### src/rtl/fpu_issue_pkg.sv
// Shared types for the FPU issue controller: tag entry and id width.
// No logic; types and constants only.
// Not applicable (no handshake).
package fpu_issue_pkg;

    // Widest requester index a tag can carry (up to 16 requesters).
    localparam int FPU_ID_W = 4;

    // One stage of the issue-tag pipe: valid bit plus originating requester.
    typedef struct packed {
        logic                vld;
        logic [FPU_ID_W-1:0] id;
    } tag_t;

    localparam tag_t TAG_IDLE = '{vld: 1'b0, id: '0};

    // Index width actually needed for a given requester count.
    function automatic int fpu_id_w(input int nreq);
        return (nreq > 1) ? $clog2(nreq) : 1;
    endfunction

endpackage

### src/rtl/fpu_tag_pipe.sv
// Tag shift register that follows each issued op down the FPU pipeline.
// Latency: LATENCY cycles from tag_in to tag_out.
// No backpressure: advances every cycle; synchronous reset drops all tags.
module fpu_tag_pipe
    import fpu_issue_pkg::*;
#(
    parameter int LATENCY = 4
) (
    input  logic clk,
    input  logic rst,
    input  tag_t tag_in,
    output tag_t tag_out
);

    tag_t stage_q [LATENCY];
    tag_t stage_d [LATENCY];

    // Shift every stage one step toward the output.
    always_comb begin
        stage_d[0] = tag_in;
        for (int i = 1; i < LATENCY; i++) begin
            stage_d[i] = stage_q[i-1];
        end
    end

    // Stage registers; reset empties the pipe so stale results are never written.
    always_ff @(posedge clk) begin
        if (rst) begin
            for (int i = 0; i < LATENCY; i++) begin
                stage_q[i] <= TAG_IDLE;
            end
        end else begin
            stage_q <= stage_d;
        end
    end

    assign tag_out = stage_q[LATENCY-1];

endmodule

### src/rtl/fpu_issue_ctrl.sv
// Arbitrates NREQ requesters onto a fixed-latency FPU pipe and buffers results in order.
// Latency: accept t -> fpu_start t+1 -> buffer write t+1+LATENCY -> res_valid t+2+LATENCY.
// Backpressure: credit based; a request is accepted only if a result slot is reserved for it.
// Build option FPU_ISSUE_RR_EN: round-robin arbitration (default: fixed priority, lowest index).
module fpu_issue_ctrl
    import fpu_issue_pkg::*;
#(
    parameter  int NREQ       = 2,
    parameter  int DATA_W     = 64,
    parameter  int RES_W      = 32,
    parameter  int LATENCY    = 4,
    parameter  int RBUF_DEPTH = 4,
    localparam int ID_W       = fpu_id_w(NREQ)
) (
    input  logic                   clk,
    input  logic                   rst,
    input  logic [NREQ-1:0]        req_valid,
    output logic [NREQ-1:0]        req_ready,
    input  logic [NREQ*DATA_W-1:0] req_data,
    output logic                   fpu_start,
    output logic [DATA_W-1:0]      fpu_op,
    input  logic [RES_W-1:0]       fpu_res,
    output logic                   res_valid,
    input  logic                   res_ready,
    output logic [ID_W-1:0]        res_id,
    output logic [RES_W-1:0]       res_data,
    output logic                   busy
);

    localparam int PTR_W = $clog2(RBUF_DEPTH);
    localparam int CNT_W = $clog2(RBUF_DEPTH + 1);

    // occ_q counts slots claimed (in flight + buffered); credits = RBUF_DEPTH - occ_q.
    logic                init_q, init_d;
    logic                fpu_start_q, fpu_start_d;
    logic [DATA_W-1:0]   fpu_op_q, fpu_op_d;
    logic [ID_W-1:0]     op_id_q, op_id_d;
    logic [CNT_W-1:0]    occ_q, occ_d;
    logic [CNT_W-1:0]    infl_q, infl_d;
    logic [CNT_W-1:0]    cnt_q, cnt_d;
    logic [PTR_W-1:0]    wr_ptr_q, wr_ptr_d;
    logic [PTR_W-1:0]    rd_ptr_q, rd_ptr_d;
    logic [ID_W-1:0]     buf_id_q  [RBUF_DEPTH];
    logic [ID_W-1:0]     buf_id_d  [RBUF_DEPTH];
    logic [RES_W-1:0]    buf_res_q [RBUF_DEPTH];
    logic [RES_W-1:0]    buf_res_d [RBUF_DEPTH];
`ifdef FPU_ISSUE_RR_EN
    logic [ID_W-1:0]     rr_ptr_q, rr_ptr_d;
`endif

    logic                any_vld;
    logic [ID_W-1:0]     win;
    logic                credit_ok;
    logic                accept;
    logic                pop;
    logic                wr;
    tag_t                tag_in;
    tag_t                tag_out;
    logic                unused_tag_id;

    function automatic logic [PTR_W-1:0] ptr_inc(input logic [PTR_W-1:0] p);
        return (p == PTR_W'(RBUF_DEPTH - 1)) ? '0 : p + PTR_W'(1);
    endfunction

    // Pick the winner: first valid requester scanning upward from the priority base.
    always_comb begin : arb
        int base;
        int idx;
        win     = '0;
        any_vld = 1'b0;
        idx     = 0;
`ifdef FPU_ISSUE_RR_EN
        base    = int'(rr_ptr_q);
`else
        base    = 0;
`endif
        for (int k = 0; k < NREQ; k++) begin
            idx = base + k;
            if (idx >= NREQ) begin
                idx = idx - NREQ;
            end
            if (!any_vld && req_valid[idx]) begin
                any_vld = 1'b1;
                win     = ID_W'(idx);
            end
        end
    end

    // A pop in the same cycle frees a slot immediately, so a full controller can still accept.
    assign res_valid = !rst && (cnt_q != '0);
    assign pop       = res_valid && res_ready;
    assign credit_ok = (occ_q < CNT_W'(RBUF_DEPTH)) || pop;
    assign accept    = any_vld && credit_ok && !rst && !init_q;
    assign wr        = tag_out.vld;

    // Only the winner sees ready, and only when the op is actually taken.
    always_comb begin
        req_ready = '0;
        if (accept) begin
            req_ready[win] = 1'b1;
        end
    end

    // Next-state for issue register, counters, pointers and result buffer.
    always_comb begin
        init_d      = 1'b0;
        fpu_start_d = accept;
        fpu_op_d    = fpu_op_q;
        op_id_d     = op_id_q;
        if (accept) begin
            fpu_op_d = req_data[int'(win)*DATA_W +: DATA_W];
            op_id_d  = win;
        end
        occ_d    = occ_q + CNT_W'(accept) - CNT_W'(pop);
        infl_d   = infl_q + CNT_W'(accept) - CNT_W'(wr);
        cnt_d    = cnt_q + CNT_W'(wr) - CNT_W'(pop);
        wr_ptr_d = wr ? ptr_inc(wr_ptr_q) : wr_ptr_q;
        rd_ptr_d = pop ? ptr_inc(rd_ptr_q) : rd_ptr_q;
        buf_id_d  = buf_id_q;
        buf_res_d = buf_res_q;
        if (wr) begin
            buf_id_d[wr_ptr_q]  = tag_out.id[ID_W-1:0];
            buf_res_d[wr_ptr_q] = fpu_res;
        end
`ifdef FPU_ISSUE_RR_EN
        rr_ptr_d = rr_ptr_q;
        if (accept) begin
            rr_ptr_d = (int'(win) == NREQ - 1) ? '0 : win + ID_W'(1);
        end
`endif
    end

    // Control state; reset empties everything and blocks accepts for one more cycle.
    always_ff @(posedge clk) begin
        if (rst) begin
            init_q      <= 1'b1;
            fpu_start_q <= 1'b0;
            fpu_op_q    <= '0;
            op_id_q     <= '0;
            occ_q       <= '0;
            infl_q      <= '0;
            cnt_q       <= '0;
            wr_ptr_q    <= '0;
            rd_ptr_q    <= '0;
`ifdef FPU_ISSUE_RR_EN
            rr_ptr_q    <= '0;
`endif
        end else begin
            init_q      <= init_d;
            fpu_start_q <= fpu_start_d;
            fpu_op_q    <= fpu_op_d;
            op_id_q     <= op_id_d;
            occ_q       <= occ_d;
            infl_q      <= infl_d;
            cnt_q       <= cnt_d;
            wr_ptr_q    <= wr_ptr_d;
            rd_ptr_q    <= rd_ptr_d;
`ifdef FPU_ISSUE_RR_EN
            rr_ptr_q    <= rr_ptr_d;
`endif
        end
    end

    // Result storage; contents are qualified by cnt_q so it needs no reset.
    always_ff @(posedge clk) begin
        buf_id_q  <= buf_id_d;
        buf_res_q <= buf_res_d;
    end

    // Tag enters alongside fpu_start so it pops out the cycle fpu_res is valid.
    assign tag_in.vld = fpu_start_q;
    assign tag_in.id  = FPU_ID_W'(op_id_q);

    fpu_tag_pipe #(
        .LATENCY (LATENCY)
    ) u_tag_pipe (
        .clk     (clk),
        .rst     (rst),
        .tag_in  (tag_in),
        .tag_out (tag_out)
    );

    // Id bits above ID_W are always zero.
    assign unused_tag_id = ^tag_out.id;

    assign fpu_start = fpu_start_q && !rst;
    assign fpu_op    = fpu_op_q;
    assign res_id    = buf_id_q[rd_ptr_q];
    assign res_data  = buf_res_q[rd_ptr_q];
    assign busy      = !rst && ((infl_q != '0) || (cnt_q != '0));

endmodule

### config.mk
export PLATFORM = sky130hd
export DESIGN_NAME = fpu_issue_ctrl
export DESIGN_NICKNAME = d
export VERILOG_FILES = /design/src/rtl/fpu_issue_pkg.sv /design/src/rtl/fpu_tag_pipe.sv /design/src/rtl/fpu_issue_ctrl.sv
export SDC_FILE = /design/constraint.sdc
export NUM_CORES = 1
export LEC_CHECK = 0
export BUFFER_PORTS_ARGS = -buffer_cell sky130_fd_sc_hd__buf_2
export CAP_MARGIN = 15
export CELL_PAD_IN_SITES_DETAIL_PLACEMENT = 1
export CELL_PAD_IN_SITES_GLOBAL_PLACEMENT = 2
export CORE_ASPECT_RATIO = 0.8
export CORE_UTILIZATION = 32
export CTS_CLUSTER_DIAMETER = 30
export DETAILED_ROUTE_END_ITERATION = 10
export MAX_ROUTING_LAYER = met4
export PLACE_DENSITY_LB_ADDON = 0.08
export SLEW_MARGIN = 10
export SYNTH_ARGS = -nofsm -noshare
export SYNTH_HDL_FRONTEND = slang
export SYNTH_SLANG_ARGS = --single-unit
export TNS_END_PERCENT = 5
### constraint.sdc
create_clock -name clk -period 2.75 [get_ports clk]
set_input_delay 0.1375 -clock clk [delete_from_list [all_inputs] [get_ports clk]]
set_output_delay 0.1375 -clock clk [all_outputs]
set_load 0.03 [all_outputs]
* Yosys cells after proc, flatten, opt, wreduce, memory -nomap -nowiden
Index checks and enable logic that the tools add are counted.
Operators by class: add/subtract/negate cells 8, order comparisons 6, equality and inequality tests 2, shifts and indexed selects 1, multiplexer cells 21, bitwise gates (word level) 2, reductions and logical operators 17
Operator list (number):
- bitwise mux 128 bit | 1
- variable part select 128 x 8 -> 64 bit | 1
- two-way mux 32 bit | 3
- binary-select mux 32 bit (select 2 bit) | 1
- demux 32 bit (select 2 bit) | 1
- logical AND 1 bit | 10
- adder 3 x 1 -> 3 bit | 3
- subtractor 3 x 1 -> 3 bit | 3
- two-way mux 1 bit | 8
- greater-or-equal comparator 3 bit (second input constant) | 2
- two-way mux 2 bit | 3
- NOT 2 -> 3 bit | 2
- nonzero test 3 bit | 2
- adder 2 x 1 -> 2 bit (second input constant) | 2
- bitwise mux 4 bit | 1
- == test 2 bit (second input constant) | 2
- logical NOT 1 bit | 3
- < comparator 3 x 1 -> 1 bit (second input constant) | 1
- < comparator 3 bit (second input constant) | 1
- binary-select mux 1 bit (select 2 bit) | 1
- demux 1 bit (select 2 bit) | 1
- logical OR 1 bit | 2
- < comparator 1 x 2 -> 1 bit (second input constant) | 1
- demux 1 bit (select 1 bit) | 1
- greater-or-equal comparator 1 bit (second input constant) | 1
Word-level totals: flip-flop bits (word level) 220, input port bits 165

* Depth between registers and ports, before layout
depth after elaboration 9, depth in mapped cells 13, gate-level depth less buffers 11

* Hierarchy
A second synthesis with hierarchy kept.
Second synthesis, totals: cells, all modules 583, area, all modules 9296.4 um2
Modules (own cells, without submodules):
- fpu_issue_ctrl | times used 1, cells each 541, area an instance 8678.3 um2, seq. area each 5565.3 um2
- fpu_tag_pipe | times used 1, cells each 42, area an instance 618.1 um2, seq. area each 400.4 um2

* Worst setup path after synthesis
Ideal clock, no wire load.
kind reg-to-reg, start register cnt_q[1], end register occ_q[2], library setup time 0.078 ns, arrival time 2.509 ns, data required time 2.672 ns, slack 0.163 ns, stages on the path, launching flop included 14, path buffers 3, path through dfxtp_1 > nor3_1 > a2111o_1 > buf_2 > buf_6 > buf_6 > ha_1 > inv_1 > ha_1 > inv_1 > fa_1 > xor2_1 > and2_1 > nor3_1
On the way: word-level cells in the longest chain between the ends 9
RTL lines:
- start: declaration | RTL line fpu_issue_ctrl.sv:40 | logic [CNT_W-1:0] cnt_q, cnt_d;
- start signal: assignment | RTL line fpu_issue_ctrl.sv:155 | cnt_q <= cnt_d;
- nonzero test 3 bit * | RTL line fpu_issue_ctrl.sv:90 | assign res_valid = !rst && (cnt_q != '0);
- logical AND 1 bit * | RTL line fpu_issue_ctrl.sv:90
- logical AND 1 bit * | RTL line fpu_issue_ctrl.sv:91 | assign pop = res_valid && res_ready;
- logical OR 1 bit | RTL line fpu_issue_ctrl.sv:92 | assign credit_ok = (occ_q < CNT_W'(RBUF_DEPTH)) || pop;
- logical AND 1 bit (3 in series) | RTL line fpu_issue_ctrl.sv:93 | assign accept = any_vld && credit_ok && !rst && !init_q;
- adder 3 x 1 -> 3 bit | RTL line fpu_issue_ctrl.sv:114 | occ_d = occ_q + CNT_W'(accept) - CNT_W'(pop);
- subtractor 3 x 1 -> 3 bit * | RTL line fpu_issue_ctrl.sv:114
- end signal: assignment | RTL line fpu_issue_ctrl.sv:140 | occ_q <= '0;
- end signal: assignment | RTL line fpu_issue_ctrl.sv:153 | occ_q <= occ_d;
- end: declaration | RTL line fpu_issue_ctrl.sv:38 | logic [CNT_W-1:0] occ_q, occ_d;
Every way passes the cells marked *; elsewhere a longest branch is shown, timed or not. A chain may end at the register's enable or synchronous reset.

* Worst setup path after layout
Ends and elaborated chain as after synthesis.

==> results.toml <==
[run_status]
outcome = "finished clean"

[die]
core_um2 = 27300
die_x_um = 188.3
io_pins = 267
rows = 54
die_area_um2 = 28430
initial_core_util_pct = 32.54
die-height_um = 151.0

[global_routing]
antenna_found_initial = 0
track_usage_pct = 17.25
grt_pass1_vias = 7181
grt_max_degree = 89
grt_first_pass_wirelength_um = 37040
overflow = 0

[sta]
final.setup_skew_ns = 0.01972
tightestPinTransition_ns = 0.8236
finalSetupViolCount = 0
hold_viol = 0
slew_viol_final = 0
layout_worst_path_cycle_share_pct = 89.67
fmax_ghz = 0.4055
fin_tns_setup_ns = 0
min_period_ns = 2.466
rsz0062_at_grt = "false"
slew_headroom_pct = 45.09

[cts]
clkTransAtPathRegs_ns = 0.05
worstSkewPairLatency_ns = 0.51
cts_tree = "done"
cts-root-buf = "clkbuf_16"
cts_sinks = 220
ctsLongestPathBuffers = 3
cts_resized = 0
htreeDepth = 2
cts_buffers = 45

[yosys]
synth-edff-count = 132
yosysUniqueCellTypes = 27
synth_cells = 556
avgSynthCellArea_um2 = 15.97
synthesis.area_um2 = 8881
ys_seq_area_share_pct = 64.47
syn_nets = 735
ys_ff_latch = 220
synth_ff_type = "edfxtp_1"
async_flop_share_pct = 0
yosysWarnings = 0

[worst_setup_path]
endpoint_kind = "register"
required_ns = 3.16
cp-start-kind = "register"
arrival_ns = 2.88
crit_fanout = 4
worstSetupPathType = "register to register"

[power]
internal_power_uw = 8402
finalPower_uw = 11360
p_leak_uw = 0.005914
combPwrFrac_pct = 17.3
switching_share_pct = 26.07
seqPwrFrac_pct = 33.4
p_per_area_nw_per_um2 = 823.5
ir_worst_vdd_uv = 414.8
p_sw_uw = 2962
p_clk_share_pct = 49.3

[drt]
dr_total_vias = 6260
wl_met2_um = 12270
viasPerCell = 4.462
drc = 0
met3_length_um = 1382
wl_per_cell_um = 16.68
dr.pass1.iters = 4
top_layer = "met4"
drtAntennaViolNets = 0
wl_um = 23400
wl_met1_um = 9147
drt_iter0_drc = 169

[finish]
drive_gt1_share_pct = 38.31
finish.net_count = 1184
syn_to_final_growth_pct = 55.40
layout_common_cells = "buf_2, dlygate4sd3_1, edfxtp_1"
layout_commonest_cell = "buf_2"
antenna_cells = 0

[placed_design]
io_buffers = 266
gp_congestion = 0.7122
dp_hpwl_um = 15420

[hold_path]
hp-class = "input port to register"

[flow_run]
drv_cap = 0
final timing paths:
kind	endpoint	from	cells past startpoint	slack, ns
min	fpu_op[9]	req_data[73]	3	0.02
max reg2reg	occ_q[2]	cnt_q[1]	10	0.28
min reg2reg	u_tag_pipe.stage_d[5]	u_tag_pipe.stage_d[10]	1	0.44
max	occ_q[2]	cnt_q[1]	10	0.28
layer usage:
layer | global-route usage, % | up-vias
li1 | - | 2967
met2 | 31.13 | 184
met5 | - | -
met4 | 6.098 | 0
met3 | 4.773 | 55
met1 | 18.16 | 3054
sequential cells by signal, summed over array words and instances, names as in the netlist:
name / flops
buf_res_q: 128
fpu_op: 64
u_tag_pipe.stage_d: 6
buf_id_q: 4
cnt_q: 3
infl_q: 3
occ_q: 3
rd_ptr_q: 2
u_tag_pipe.tag_out: 2
wr_ptr_q: 2
fpu_start_q: 1
init_q: 1
op_id_q: 1
synth_stat cells, drive strengths merged, types with 2 or more instances:
cell | instances | area share [%]
mux4 | 33 | 8.4
fa | 3 | 0.68
xnor2 | 3 | 0.30
dfxtp | 88 | 20
nor3 | 3 | 0.17
edfxtp | 132 | 45
buf | 19 | 1.2
nor3b | 2 | 0.23
nor2b | 15 | 1.1
xor2 | 2 | 0.20
mux2i | 130 | 15
nand2b | 64 | 4.5
clkbuf | 14 | 0.59
a21oi | 3 | 0.17
nor2 | 11 | 0.46
and2 | 6 | 0.42
ha | 11 | 1.5
inv | 11 | 0.46
metrics by stage:
step                util, %  instance area (um^2)  setup slack, ns  hold WS (ns)  instances
floorplan                 -                  8881           0.1633        0.1652        556
global placement      38.91                 10620           0.3885        0.3464       1164
detailed placement    38.91                 10620           0.2956        0.3537       1164
CTS                   50.56                 13800           0.2575      0.005463       1403
global route          50.56                 13800           0.1505       0.02778       1403
finish                50.56                 13800           0.2841       0.02034       1403
cell type report:
type                       instances  area [um^2]
fill                            2809        13500
tap                              364        455.4
multi-input combinational        292         2969
sequential                       220         5728
clock buffer                      53         1227
inverter                          11        41.29
clock inverter                    28        371.6
timing repair buffer             435         3008
cell families (layout without fill, tap and decap cells):
family,count (synthesis),after routing,synth area share (%)
XOR/XNOR,5,5,0.4932
flip-flops,220,220,64.47
AO/OA/AOI/OAI,5,5,0.3804
adder cells (fa/ha/maj),14,14,2.226
AND/OR/NAND/NOR,104,104,7.030
multiplexers,164,164,23.15
buffers and inverters,44,527,2.254
power by group through the flow:
stage	logic (uW)	clock network [uW]	registers, uW
floorplan	951	0	4110
global placement	1750	0	3840
detailed placement	1800	0	3850
CTS	2010	5740	3800
global route	2120	5900	3820
finish	1970	5600	3800
worst max-delay path: stages, from the launching register on:
cell	delay (ns)
dfxtp_1	0.39
nor3_1	0.11
a2111o_2	0.51
ha_1	0.31
inv_1	0.06
ha_1	0.13
inv_1	0.05
fa_1	0.37
xor2_1	0.16
and2_1	0.16
nor3_1	0.14
repair_timing:
action,4_1_cts,5_1_grt
endpoints found under the hold margin,192,0
hold buffers,158,0
buffers inserted,0,0
Note: power is estimated with default switching activity, not from simulation.
